### config.mk
export PLATFORM = sky130hd
export DESIGN_NAME = mem_port_master
export DESIGN_NICKNAME = d
export VERILOG_FILES = /design/src/rtl/mem_port_master.sv
export SDC_FILE = /design/constraint.sdc
export NUM_CORES = 1
export LEC_CHECK = 0
export BUFFER_PORTS_ARGS = -buffer_cell sky130_fd_sc_hd__buf_4
export CAP_MARGIN = 10
export CORE_MARGIN = 5
export CORE_UTILIZATION = 40
export DETAILED_ROUTE_END_ITERATION = 8
export PLACE_DENSITY = 0.64
export SYNTH_ARGS = -nofsm -noshare
export SYNTH_HDL_FRONTEND = slang
export SYNTH_SLANG_ARGS = --single-unit
export TNS_END_PERCENT = 100
### constraint.sdc
create_clock -name clka -period 18.62 [get_ports clka]
set_input_delay 3.724 -clock clka [delete_from_list [all_inputs] [get_ports clka]]
set_output_delay 3.724 -clock clka [all_outputs]
set_load 0.005 [all_outputs]
### src/rtl/mem_port_master.sv
// Single-port memory master. Requests are registered onto the port, and reads are
// tracked through a two-stage pipe into a response FIFO. The FIFO space is reserved at accept.
module mem_port_master #(
   parameter int ADDR_W    = 14,
   parameter int DATA_W    = 64,
   parameter int RSP_DEPTH = 4
) (
   input  logic              clka,
   input  logic              rsta,
   input  logic              req_valid,
   output logic              req_ready,
   input  logic              req_we,
   input  logic [ADDR_W-1:0] req_addr,
   input  logic [DATA_W-1:0] req_wdata,
   output logic              rsp_valid,
   input  logic              rsp_ready,
   output logic [DATA_W-1:0] rsp_rdata,
   output logic              ena,
   output logic              wea,
   output logic [ADDR_W-1:0] addra,
   output logic [DATA_W-1:0] dina,
   input  logic [DATA_W-1:0] douta,
   output logic              idle
);
   localparam int PW = $clog2(RSP_DEPTH);
   localparam int CW = PW + 1;
   localparam logic [CW:0] DEPTH_OCC = (CW+1)'(RSP_DEPTH);

   typedef struct packed {
      logic              we;
      logic [ADDR_W-1:0] addr;
      logic [DATA_W-1:0] wdata;
   } req_t;

   req_t                           req_in;
   req_t                           port_q;
   logic                           accept;
   logic                           push;
   logic                           pop;
   logic [1:0]                     vld_pipe;   // [0] = s1 read on port, [1] = s2 douta valid
   logic [CW-1:0]                  fifo_count;
   logic [PW-1:0]                  wr_ptr;
   logic [PW-1:0]                  rd_ptr;
   logic [RSP_DEPTH-1:0][DATA_W-1:0] fifo_mem;
   logic [CW:0]                    occupancy;

   assign req_in = '{we: req_we, addr: req_addr, wdata: req_wdata};
   assign accept = req_valid & req_ready;

   // Buffered responses plus reads still in the pipe; admitting only below depth
   // guarantees every read lands in a free FIFO slot.
   assign occupancy = {1'b0, fifo_count}
                    + {{CW{1'b0}}, vld_pipe[0]}
                    + {{CW{1'b0}}, vld_pipe[1]};
   assign req_ready = occupancy < DEPTH_OCC;

   // Memory port: ena pulses for one cycle per accept, the rest holds.
   always_ff @(posedge clka or posedge rsta) begin
      if (rsta) begin
         ena    <= 1'b0;
         port_q <= '0;
      end else begin
         ena <= accept;
         if (accept) port_q <= req_in;
      end
   end

   assign wea   = port_q.we;
   assign addra = port_q.addr;
   assign dina  = port_q.wdata;

   always_ff @(posedge clka or posedge rsta) begin
      if (rsta) vld_pipe <= '0;
      else      vld_pipe <= {vld_pipe[0], accept & ~req_we};
   end

   assign push = vld_pipe[1];
   assign pop  = rsp_valid & rsp_ready;

   always_ff @(posedge clka or posedge rsta) begin
      if (rsta) begin
         fifo_mem <= '0;
      end else if (push) begin
         fifo_mem[wr_ptr] <= douta;
      end
   end

   always_ff @(posedge clka or posedge rsta) begin
      if (rsta) begin
         wr_ptr     <= '0;
         rd_ptr     <= '0;
         fifo_count <= '0;
      end else begin
         if (push) wr_ptr <= wr_ptr + 1'b1;
         if (pop)  rd_ptr <= rd_ptr + 1'b1;
         case ({push, pop})
            2'b10:   fifo_count <= fifo_count + 1'b1;
            2'b01:   fifo_count <= fifo_count - 1'b1;
            default: fifo_count <= fifo_count;
         endcase
      end
   end

   assign rsp_valid = fifo_count != '0;
   assign rsp_rdata = fifo_mem[rd_ptr];
   assign idle      = (vld_pipe == 2'b00) & (fifo_count == '0);

endmodule

==> flow_metrics.tcl <==
set metrics [dict create \
    crit_family "buffers and inverters" \
    holdBufCountCts 0 \
    min_period_ns 6.54 \
    p_sw_mw 0.946 \
    gp_congestion 0.738 \
    rsz0062_at_grt "false" \
    max_slew_margin_pct 25.2 \
    p_sw_share_pct 28.2 \
    holdPathEnd "vld_pipe[1]" \
    grt_pass1_vias 9511 \
    insertion_delay_ns 0.51 \
    vias 8287 \
    timing_worst_setup_path_type "flip-flop to output port" \
    grt_max_degree 164 \
    initial_utilization_pct 40.4 \
    fillers 3033 \
    wl_um 33200 \
    cp_slowest_stage_delay_ns 0.80 \
    port_buffers 293 \
    die_w_um 200 \
    hold_path_class "flip-flop to flip-flop" \
    utilization_pct 51.2 \
    pwr-share-clk_pct 21.5 \
    synth-seq-area-share_pct 60.0 \
    num-nets-final 1275 \
    overflow 0 \
    internal-power_mw 2.40 \
    synth_cell_types 24 \
    viasPerCell 5.15 \
    grt_first_pass_wirelength_um 53700 \
    die_y_um 200 \
    crit_required_ns 14.90 \
    layout-drive-gt1-share_pct 65.5 \
    finalHoldViolCount 0 \
    fmax_mhz 153 \
    outcome "finished, final reports clean" \
    fin_setup_tns_ns 0 \
    r2r_end "dina[56]" \
    cts_root_buffer "clkbuf_16" \
    hold_depth 0 \
    crit_path_start_kind "flip-flop" \
    maxSlewViolCount 0 \
    antenna_found_initial 0 \
    drt_iter0_drc 310 \
    ir_worst_vdd_mv 0.114 \
    power_density_mw_per_mm2 184 \
    rr_startpoint "vld_pipe[1]" \
    synth_warnings 0 \
    diodes 0 \
    maxCapViolations 0 \
    reg2regPathDepth 5 \
    synth.avg_cell_area_um2 17.4 \
    area_growth_pct 26.6 \
    dr.pass1.iters 4 \
    dp_hpwl_um 21300 \
    rows 69 \
    worst_slew_pin_slew_ns 1.12 \
    post-route-period-util_pct 35.1 \
    endpoint_kind "output port" \
    synth_fp_nets 982 \
    track_usage_pct 16.9 \
    p_seq_share_pct 40.4 \
    numCtsBuffers 38 \
    p_leak_nw 8.06 \
    cts_max_level 2 \
    syn_inst 828 \
    critPathArrivalTime_ns 2.81 \
    critPathBufInv 2 \
    crit_chain "buf_4 -> mux4_2 -> buf_4" \
    critPathMaxFanout 40 \
    die_area_mm2 0.0398 \
    rrSetupSlack_ns 16.26 \
    clk_pin_slew_worst_paths_ns 0.06 \
    p_comb_share_pct 38.1 \
    hold_path_startpoint "vld_pipe[0]" \
    slowest_stage "dfrtp_4" \
    drc_errors 0 \
    path_common_cell "buf_4" \
    skew_ns 0.00944 \
    cts_tree "yes" \
    cts_sinks 345 \
    core_mm2 0.0356 \
    cts_setup_buffers 0 \
    cts.repair.resized 0 \
    synth_area_mm2 0.0144 \
    wl_per_cell_um 20.6 \
    setup_viol 0 \
    postRouteAntennaNets 0 \
    ios 294 \
    cts.path.max_buffers 3 \
    synth_seq_cells 345 \
]
[power by group through the flow]
stage | logic [mW] | registers (mW) | clock network, mW
floorplan | 0.782 | 1.29 | 0
global placement | 1.28 | 1.36 | 0
detailed placement | 1.31 | 1.37 | 0
CTS | 1.31 | 1.36 | 0.742
global route | 1.39 | 1.41 | 0.774
finish | 1.28 | 1.35 | 0.720
[metrics by stage]
| step | hold WS [ns] | power (mW) | worst slack, ns | instances | area [um^2] |
|---|---|---|---|---|---|
| 3_5_place_dp | 0.406 | 2.67 | 12.16 | 1542 | 17000 |
| 4_1_cts | 0.419 | 3.41 | 11.96 | 1609 | 18200 |
| 2_1_floorplan | 0.375 | 2.07 | 5.33 | 828 | 14400 |
| 3_3_place_gp | 0.407 | 2.64 | 12.17 | 1542 | 17000 |
| 6_report | 0.412 | 3.35 | 12.08 | 1609 | 18200 |
| 5_1_grt | 0.421 | 3.58 | 11.90 | 1609 | 18200 |
[final cells by class]
cell class | instances | area, um^2 | share of cell area, %
flip-flops and latches | 345 | 8640 | 47.5
inverters | 7 | 33.8 | 0.186
well taps | 461 | 577 | 3.17
clock buffers | 62 | 1140 | 6.27
multi-input cells | 429 | 5490 | 30.2
clock inverters | 5 | 53.8 | 0.296
repair buffers | 300 | 2260 | 12.4
[metal layers]
| layer | GRT usage, % | vias up | wire length (um) |
|---|---|---|---|
| met5 | 0 | - | 0 |
| met4 | 3.85 | 0 | 605 |
| met3 | 6.15 | 43 | 2970 |
| met2 | 27.1 | 256 | 15700 |
| met1 | 22.2 | 4343 | 13900 |
| li1 | - | 3645 | - |
[state kept, by name, summed over array words and instances (netlist names)]
| signal | count |
|---|---|
| rd_ptr | 2 |
| fifo_count | 3 |
| fifo_mem | 256 |
| addra | 14 |
| wr_ptr | 2 |
| dina | 64 |
| vld_pipe | 2 |
| ena | 1 |
| wea | 1 |
[cell usage after synthesis]
master    instances  area (um^2)
a21o_1            1         7.51
a21oi_1           1         5.00
a21oi_2           1         8.76
and2_1            1         6.26
buf_2            35          175
buf_4            12         90.1
dfrtp_1         345         8630
fa_1              1         20.0
ha_1              6         75.1
inv_1             7         26.3
mux2_1            7         78.8
mux2_2          328         3690
mux2i_1           1         10.0
mux4_2           64         1440
nand2_1           5         18.8
nand2b_1          1         6.26
nand3_1           1         5.00
nor2_1            1         3.75
nor2b_1           1         6.26
nor3_1            1         5.00
o21ai_0           1         5.00
or3_1             1         6.26
xnor2_1           2         17.5
xor2_1            4         35.0
[kinds of logic after synthesis]
group | Yosys count | share of synthesized area, %
compound gates | 4 | 0.183
xor+xnor | 6 | 0.365
fa+ha+maj | 7 | 0.661
buf+inv | 54 | 2.03
flops | 345 | 60.0
mux | 400 | 36.3
simple gates | 12 | 0.400
[how the worst max path moves through the flow]
stage	from	to	slack [ns]	cells past startpoint
2_1_floorplan	rsta	addra[0]	5.33	1
3_3_place_gp	rsta	rd_ptr[0]	12.17	4
3_5_place_dp	rsta	rd_ptr[1]	12.16	4
4_1_cts	rd_ptr[0]	rsp_rdata[60]	11.96	3
5_1_grt	rd_ptr[1]	rsp_rdata[11]	11.90	3
6_report	rd_ptr[0]	rsp_rdata[60]	12.08	3
[cells in the final DEF (no fill, tap or decap), drive strengths merged, types with 2 or more instances in the layout]
| cell | Yosys | routed |
|---|---|---|
| nand2 | 5 | 5 |
| mux4 | 64 | 64 |
| inv | 7 | 8 |
| clkinv | 0 | 3 |
| xor2 | 4 | 4 |
| buf | 47 | 300 |
| clkbuf | 0 | 62 |
| mux2 | 335 | 335 |
| ha | 6 | 6 |
| xnor2 | 2 | 2 |
| dfrtp | 345 | 345 |
| a21oi | 2 | 2 |
Power figures use the tool's default switching activity.
